**src/rtl/sprite_bank_writer_if.sv**
```systemverilog
// Sprite bank writer bus interface.
// Purpose: bundles the processor-side write request signals, the blanking
// input and the bank write port of the sprite register bank writer.
// Ports (signals):
//   wr_req/wr_addr/wr_data  processor write request (master -> slave)
//   wr_ack/wr_rej           accept/reject pulses (slave -> master)
//   full, busy              FIFO / controller status
//   blank                   display blanking indicator (master -> slave)
//   compare                 comparators forced idle while bank is written
//   bank_we/addr/data       bank write port
interface sprite_bank_writer_if #(
  parameter int ADDR_W   = 5,
  parameter int SIZE_REG = 32
);
  logic                wr_req;
  logic [ADDR_W-1:0]   wr_addr;
  logic [SIZE_REG-1:0] wr_data;
  logic                wr_ack;
  logic                wr_rej;
  logic                full;
  logic                blank;
  logic                compare;
  logic                bank_we;
  logic [ADDR_W-1:0]   bank_addr;
  logic [SIZE_REG-1:0] bank_data;
  logic                busy;

  modport master (
    output wr_req, wr_addr, wr_data, blank,
    input  wr_ack, wr_rej, full, compare, bank_we, bank_addr, bank_data, busy
  );

  modport slave (
    input  wr_req, wr_addr, wr_data, blank,
    output wr_ack, wr_rej, full, compare, bank_we, bank_addr, bank_data, busy
  );
endinterface

```
**src/rtl/sprite_bank_writer.sv**
```systemverilog
// Sprite register bank write-side controller.
// Purpose: validates sprite register updates, buffers them in a small FIFO
// and commits them to the bank only during display blanking, holding
// `compare` high around the commit burst so comparators stay idle.
// Ports:
//   clk    rising-edge clock
//   reset  asynchronous active-high reset
//   bus    sprite_bank_writer_if.slave (request, status and bank write port)
module sprite_bank_writer #(
  parameter int SIZE_REG   = 32,
  parameter int ADDR_W     = 5,
  parameter int FIFO_DEPTH = 4,
  parameter int X_MAX      = 639,
  parameter int Y_MAX      = 479
) (
  input logic                 clk,
  input logic                 reset,
  sprite_bank_writer_if.slave bus
);

  localparam int PTR_W = $clog2(FIFO_DEPTH);
  localparam logic [PTR_W:0] DEPTH_L = (PTR_W + 1)'(FIFO_DEPTH);
  localparam logic [9:0]     X_MAX_L = 10'(X_MAX);
  localparam logic [9:0]     Y_MAX_L = 10'(Y_MAX);

  typedef enum logic [1:0] {IDLE, ARM, WRITE, RELEASE} state_e;

  state_e              state_q, state_d;
  logic [ADDR_W-1:0]   addr_mem_q [FIFO_DEPTH];
  logic [SIZE_REG-1:0] data_mem_q [FIFO_DEPTH];
  logic [PTR_W-1:0]    wptr_q, rptr_q;
  logic [PTR_W:0]      count_q, count_d;
  logic                ack_q, rej_q;

  logic full, empty, coord_ok, push, reject, pop;

  assign full  = (count_q == DEPTH_L);
  assign empty = (count_q == '0);

  // Inactive words bypass the coordinate check entirely.
  assign coord_ok = !bus.wr_data[29] ||
                    ((bus.wr_data[28:19] <= X_MAX_L) && (bus.wr_data[18:9] <= Y_MAX_L));

  // Full is judged on the pre-edge count, so a pop on the same edge never
  // opens room for a push.
  assign push   = bus.wr_req && !full && coord_ok;
  assign reject = bus.wr_req && !full && !coord_ok;
  assign pop    = (state_q == WRITE);

  always_comb begin
    count_d = count_q;
    unique case ({push, pop})
      2'b10:   count_d = count_q + 1'b1;
      2'b01:   count_d = count_q - 1'b1;
      default: count_d = count_q;
    endcase
  end

  // FIFO storage carries no reset; only the pointers and count define contents.
  always_ff @(posedge clk) begin
    if (push) begin
      addr_mem_q[wptr_q] <= bus.wr_addr;
      data_mem_q[wptr_q] <= bus.wr_data;
    end
  end

  always_ff @(posedge clk or posedge reset) begin
    if (reset) begin
      wptr_q  <= '0;
      rptr_q  <= '0;
      count_q <= '0;
      ack_q   <= 1'b0;
      rej_q   <= 1'b0;
      state_q <= IDLE;
    end else begin
      if (push) wptr_q <= wptr_q + 1'b1;
      if (pop)  rptr_q <= rptr_q + 1'b1;
      count_q <= count_d;
      ack_q   <= push;
      rej_q   <= reject;
      state_q <= state_d;
    end
  end

  // Commit sequencing: one guard cycle before and after each burst. The burst
  // continues while entries remain after this edge (a same-edge push counts)
  // and blanking is still asserted.
  always_comb begin
    state_d = state_q;
    unique case (state_q)
      IDLE:    if (!empty && bus.blank) state_d = ARM;
      ARM:     state_d = WRITE;
      WRITE:   state_d = ((count_d != '0) && bus.blank) ? WRITE : RELEASE;
      RELEASE: state_d = IDLE;
      default: state_d = IDLE;
    endcase
  end

  assign bus.wr_ack    = ack_q;
  assign bus.wr_rej    = rej_q;
  assign bus.full      = full;
  assign bus.compare   = (state_q != IDLE);
  assign bus.bank_we   = (state_q == WRITE);
  assign bus.bank_addr = (state_q == WRITE) ? addr_mem_q[rptr_q] : '0;
  assign bus.bank_data = (state_q == WRITE) ? data_mem_q[rptr_q] : '0;
  assign bus.busy      = !empty || (state_q != IDLE);

endmodule

```
**src/flat_wrapper.sv**
```systemverilog
// flat-port wrapper written by rule: the top's interface ports become plain ports
module sprite_bank_writer_flat 
#(
  parameter int SIZE_REG   = 32,
  parameter int ADDR_W     = 5,
  parameter int FIFO_DEPTH = 4,
  parameter int X_MAX      = 639,
  parameter int Y_MAX      = 479
)
  (clk, reset, bus_wr_req, bus_wr_addr, bus_wr_data, bus_blank, bus_wr_ack, bus_wr_rej, bus_full, bus_compare, bus_bank_we, bus_bank_addr, bus_bank_data, bus_busy);
  sprite_bank_writer_if #(.ADDR_W(ADDR_W), .SIZE_REG(SIZE_REG)) bus_i ();
  input logic clk;
  input logic reset;
  input wire logic [$bits(bus_i.wr_req)-1:0] bus_wr_req;
  input wire logic [$bits(bus_i.wr_addr)-1:0] bus_wr_addr;
  input wire logic [$bits(bus_i.wr_data)-1:0] bus_wr_data;
  input wire logic [$bits(bus_i.blank)-1:0] bus_blank;
  output wire logic [$bits(bus_i.wr_ack)-1:0] bus_wr_ack;
  output wire logic [$bits(bus_i.wr_rej)-1:0] bus_wr_rej;
  output wire logic [$bits(bus_i.full)-1:0] bus_full;
  output wire logic [$bits(bus_i.compare)-1:0] bus_compare;
  output wire logic [$bits(bus_i.bank_we)-1:0] bus_bank_we;
  output wire logic [$bits(bus_i.bank_addr)-1:0] bus_bank_addr;
  output wire logic [$bits(bus_i.bank_data)-1:0] bus_bank_data;
  output wire logic [$bits(bus_i.busy)-1:0] bus_busy;
  assign bus_i.wr_req = bus_wr_req;
  assign bus_i.wr_addr = bus_wr_addr;
  assign bus_i.wr_data = bus_wr_data;
  assign bus_i.blank = bus_blank;
  assign bus_wr_ack = bus_i.wr_ack;
  assign bus_wr_rej = bus_i.wr_rej;
  assign bus_full = bus_i.full;
  assign bus_compare = bus_i.compare;
  assign bus_bank_we = bus_i.bank_we;
  assign bus_bank_addr = bus_i.bank_addr;
  assign bus_bank_data = bus_i.bank_data;
  assign bus_busy = bus_i.busy;
  sprite_bank_writer #(.SIZE_REG(SIZE_REG), .ADDR_W(ADDR_W), .FIFO_DEPTH(FIFO_DEPTH), .X_MAX(X_MAX), .Y_MAX(Y_MAX)) u_core (.clk(clk), .reset(reset), .bus(bus_i));
endmodule
```
**config.mk**
```make
export PLATFORM = sky130hd
export DESIGN_NAME = sprite_bank_writer_flat
export DESIGN_NICKNAME = d
export VERILOG_FILES = /design/src/rtl/sprite_bank_writer_if.sv /design/src/rtl/sprite_bank_writer.sv /design/src/flat_wrapper.sv
export SDC_FILE = /design/constraint.sdc
export NUM_CORES = 1
export LEC_CHECK = 0
export ABC_AREA = 1
export ABC_CLOCK_PERIOD_IN_PS = 2690
export CAP_MARGIN = 10
export CORE_AREA = 10 10 126 128
export DETAILED_ROUTE_END_ITERATION = 16
export DIE_AREA = 0 0 136 138
export PLACE_DENSITY = 0.85
export SLEW_MARGIN = 10
export SYNTH_ARGS = -nofsm -noshare
export SYNTH_HDL_FRONTEND = slang
export SYNTH_SLANG_ARGS = --single-unit
```
**constraint.sdc**
```tcl
create_clock -name clk -period 2.69 [get_ports clk]
set_clock_uncertainty 0.2 [all_clocks]
set_input_delay 0.269 -clock clk [delete_from_list [all_inputs] [get_ports clk]]
set_output_delay 0.269 -clock clk [all_outputs]
set_load 0.02 [all_outputs]
```
== After elaboration in Yosys (flattened, before gate mapping) ==
Memories as Yosys holds them, arrays and structs flattened.
Index checks and enable logic that the tools add are counted.
Widths: inputs -> output; s select.

* Register bits after elaboration: 11
* Memory bits (writable): 148
* Input port bits: 41
* Output and inout port bits: 43
* Word-level logic and storage cells: 45
* Memories kept: 2

{| class="wikitable"
|+ Memories
! name !! words !! bits a word !! rd ports !! clocked after memory_dff !! write ports !! line !! source
|-
| u_core.data_mem_q || 4 || 32 || 1 || 0 || 1 || sprite_bank_writer.sv:30 || <nowiki>logic [SIZE_REG-1:0] data_mem_q [FIFO_DEPTH];</nowiki>
|-
| u_core.addr_mem_q || 4 || 5 || 1 || 0 || 1 || sprite_bank_writer.sv:29 || <nowiki>logic [ADDR_W-1:0] addr_mem_q [FIFO_DEPTH];</nowiki>
|}

* Add/subtract/negate cells: 4
* Order comparisons: 2
* Equality and inequality tests: 7
* Mux-type cells: 8
* Reduce and logical (&&, ||, !) cells: 16

{| class="wikitable"
|+ Operators with widths
! cell !! number
|-
| $mux 32 || 1
|-
| $le 10x10->1 const B || 1
|-
| $le 10x9->1 const B || 1
|-
| $pmux 2 s4 || 1
|-
| $eq 2x2->1 const B || 3
|-
| $logic_and 1x1->1 || 6
|-
| $pmux 3 s2 || 1
|-
| $mux 5 || 1
|-
| $add 2x1->2 const B || 2
|-
| $eq 2x1->1 const B || 2
|-
| $logic_not 1->1 || 4
|-
| $add 3x1->3 const B || 1
|-
| $eq 3x3->1 const B || 1
|-
| $logic_not 3->1 || 1
|-
| $mux 1 || 3
|-
| $reduce_bool 3->1 || 1
|-
| $sub 3x1->3 const B || 1
|-
| $logic_not 2->1 || 1
|-
| $logic_or 1x1->1 || 2
|-
| $mux 2 || 1
|-
| $ne 2x1->1 const B || 1
|-
| $reduce_bool 2->1 || 1
|}

== Depth between registers and ports, before layout ==
* Depth in word-level cells: 10
* Depth in mapped cells: 15
* Gate-level depth less buffers: 15

== Least setup slack after synthesis ==
Ideal clock, no wire load.

* Path type: reg-to-reg
* From: register u_core.count_q[0]
* To: memory u_core.addr_mem_q[0][0], enable pin
* Setup time: 0.431 ns
* Arrival time: 2.371 ns
* Required time: 2.059 ns
* Path slack: -0.313 ns
* Stages on the path, launching flop included: 7
* Buffers on the path: 0
* Clock period less this slack: 3.003 ns
* Path through: dfrtp_1 -> nor2_1 -> inv_2 -> nor2_4 -> nor2_1 -> nand2_2 -> nor2_1

* Word-level cells in the longest chain between the ends: 6

{| class="wikitable"
|+ Ends and longest elaborated chain
! what !! line !! source
|-
| from (decl) || sprite_bank_writer.sv:32 || <nowiki>logic [PTR_W:0] count_q, count_d;</nowiki>
|-
| from (signal assigned) || sprite_bank_writer.sv:78 || <nowiki>count_q <= count_d;</nowiki>
|-
| $eq 3x3->1 || sprite_bank_writer.sv:37 || <nowiki>assign full = (count_q == DEPTH_L);</nowiki>
|-
| net bus_full || flat_wrapper.sv:20 || <nowiki>output wire logic [$bits(bus_i.full)-1:0] bus_full;</nowiki>
|-
| $logic_not 1->1 || sprite_bank_writer.sv:46 || <nowiki>assign push = bus.wr_req && !full && coord_ok;</nowiki>
|-
| $logic_and 1x1->1 (2 in a row) || sprite_bank_writer.sv:46 ||
|-
| $mux 1 || sprite_bank_writer.sv:61 || <nowiki>if (push) begin</nowiki>
|-
| $mux 1 (implied by the code) || sprite_bank_writer.sv:62 || <nowiki>addr_mem_q[wptr_q] <= bus.wr_addr;</nowiki>
|-
| to (decl) || sprite_bank_writer.sv:29 ||
|}

The timed path passes the listed nets, and every way through them passes these cells.

== Worst setup path in the final report ==
* From: register u_core.state_q[0]
* To: output port bus_bank_data[14]

* Word-level cells in the longest chain between the ends: 2

{| class="wikitable"
|+ Ends and longest elaborated chain
! what !! line !! source
|-
| from (decl) || sprite_bank_writer.sv:28 || <nowiki>state_e state_q, state_d;</nowiki>
|-
| from (signal assigned) || sprite_bank_writer.sv:81 || <nowiki>state_q <= state_d;</nowiki>
|-
| $eq 2x2->1 || sprite_bank_writer.sv:105 || <nowiki>assign bus.bank_data = (state_q == WRITE) ? data_mem_q[rptr_q] : '0;</nowiki>
|-
| $mux 32 || sprite_bank_writer.sv:105 ||
|-
| to (decl) || flat_wrapper.sv:24 || <nowiki>output wire logic [$bits(bus_i.bank_data)-1:0] bus_bank_data;</nowiki>
|}

Every way passes these cells.

==> flow_summary.toml <==
[yosys]
yosysSeqAreaShare_pct = 73.3
yosysWarnings = 0
synth_mux_area_share_pct = 0
synthSimpleGateAreaFrac_pct = 11.1
ys_seq_elements = 159
synth_nets = 569
synthDistinctLibCells = 26
synth_top_family_by_area = "simple AND/OR/NAND/NOR gates"
synth_area_um2 = 6440
synthAdderAreaFrac_pct = 1.87
synth_area_per_cell_um2 = 12.4
syn_inst = 519
synth-xor-area-share_pct = 0.408
synth-compound-area-share_pct = 9.14

[final_layout]
layout-drive-gt1-share_pct = 11.6
antenna_cells = 0
final_common_cell = "nor2_1"
area_delta_synth_final_pct = 28.1
num-nets-final = 675
layout_common_cells = "nor2_1, edfxtp_1, clkdlybuf4s50_1"

[detailed_routing]
drt_iter0_drc = 533
vias = 4307
dr.pass1.iters = 7
detail-route-antenna-nets = 0
routed_wl_um = 15000
drc = 0
wire_per_inst_um = 18.4
via_per_inst = 5.27

[flow_run]
cap_violations = 0

[pwr]
power_leakage_nw = 3.26
power_density_nw_per_um2 = 1100
ir_drop_mv = 0.601
p_total_mw = 9.08

[sta]
fin_crit_sh_pct = 96.4
clock.fmax_mhz = 386
hold_violations = 0
slew_violations = 0
fin_tns_setup_ns = 0
slew_headroom_pct = 67.8
worst_slack_ns = 0.0976
holdWs_ns = 0.0158
fin_crit_ns = 2.59
rsz0062_at_grt = "no"
setup_viol = 0
tightest_slew_ns = 0.483

[floorplan]
die_h_um = 138
start_util_pct = 47.7
die_w_um = 136
core-area_um2 = 13500
die_area_um2 = 18800
boundaryPins = 84
row_count = 43

[setup_path]
r2r-start = "u_core.state_q[0]"
path_delay_family = "buffers and inverters"
cp-end-kind = "output pin"
crit_buf_inv = 3
start_kind = "flop"
r2r_cells = 12
slowest_delay_ns = 0.62
cp_max_fo = 37
worst_r2r_endpoint = "u_core.state_q[0]"
criticalPathCategory = "flop to output pin"
path_cells = "inv_1 > ha_1 > inv_6 > a21oi_1 > clkdlybuf4s50_1"
slowest_stage = "clkdlybuf4s50_1"
required_ns = 2.22
critical_path_arrival_ns = 2.12
r2r_slack_ns = 0.28

[clock_network]
clk_path_buf_depth = 2
clock_sinks = 159
cts_root_buffer = "clkbuf_16"
cts_hold_buf = 0
cts_tree = "yes"
cts-buffers-inserted = 17
cts.reportedPaths.clkPinSlew_ns = 0.06
h-tree-depth = 4
insertion_delay_ns = 0.41

[placement]
placement.io_buffers = 83
place_congestion = 0.761
pre_cts_ws_ns = -0.164
dp.final_hpwl_um = 9330

[global_routing]
grt_usage_pct = 16.1
grt_max_degree = 57
first_global_vias = 4517
grt-ovfl-total = 0
grt_pass1_wl_um = 23600
antenna_found_initial = 1

[run_status]
outcome = "complete, no violations"

[hold_path]
min_path_type = "primary input to asynchronous set/reset pin"
[cell usage after synthesis, drive strengths merged]
library cell / number / area (µm²)
nor2: 159 / 604
edfxtp: 148 / 4440
o21ai: 77 / 393
a21oi: 39 / 195
inv: 21 / 78.8
buf: 20 / 158
nand2: 17 / 66.3
dfrtp: 11 / 275
clkbuf: 8 / 33.8
ha: 8 / 100
xor2: 3 / 26.3
nand3: 2 / 10.0
nand4: 2 / 12.5
and2: 1 / 6.26
fa: 1 / 20.0
nand3b: 1 / 7.51
nor3: 1 / 5.00
[flip-flops by register name (all words and copies together), names as in the netlist]
register           cells
u_core.rptr_q          2
u_core.bus.wr_rej      1
u_core.state_q         2
u_core.wptr_q          2
u_core.data_mem_q    128
u_core.bus.wr_ack      1
u_core.count_q         3
u_core.addr_mem_q     20
[cell type report]
| type | instances | area (µm²) |
|---|---|---|
| inverters | 21 | 83.8 |
| fillers | 981 | 5260 |
| multi-input cells | 311 | 1480 |
| flip-flops and latches | 159 | 4720 |
| clock inverters | 14 | 141 |
| repair buffers | 115 | 1170 |
| clock buffers | 18 | 429 |
| well taps | 180 | 225 |
[worst max path at each step]
stage,start,endpoint,slack [ns],cells past startpoint
detailed placement,bus_wr_data[26],u_core.state_q[0],-0.16,15
floorplan,u_core.count_q[0],u_core.addr_mem_q[0][0],-0.31,6
CTS,u_core.rptr_q[1],bus_bank_data[23],0.001,6
finish,u_core.state_q[0],bus_bank_data[14],0.1,5
global placement,bus_wr_data[26],u_core.state_q[0],-0.01,15
global route,u_core.rptr_q[1],bus_bank_data[14],0.01,6
[power breakdown]
group	internal, mW	switching (mW)
sequential	3.11	0.135
clock	1.36	0.924
combinational	1.29	2.26
total	5.77	3.32
[metrics by stage]
step / utilization [%] / cells / area (µm²)
5_1_grt: 61.0 / 818 / 8240
2_1_floorplan: - / 519 / 6440
6_report: 61.0 / 818 / 8240
4_1_cts: 60.7 / 818 / 8190
3_5_place_dp: 56.4 / 784 / 7620
3_3_place_gp: 56.4 / 784 / 7620
[cell families (layout without fill, tap and decap cells)]
family | Yosys count | in the layout
AO/OA/AOI/OAI | 116 | 116
XOR/XNOR | 3 | 3
adder cells (fa/ha/maj) | 9 | 9
buffers and inverters | 49 | 168
flip-flops | 159 | 159
AND/OR/NAND/NOR | 183 | 183
[layer usage]
layer	up-vias	track usage, %	routed length, µm
li1	2019	-	-
met2	157	27.3	7760
met4	2	5.78	231
met3	26	5.91	1120
met1	2103	18.2	5920
met5	-	0	13
[what timing repair did]
action | CTS | global route
buffers inserted | 2 | 0
setup endpoints to repair | 37 | 21
resized for setup | 18 | 21
Power figures use the tool's default switching activity.
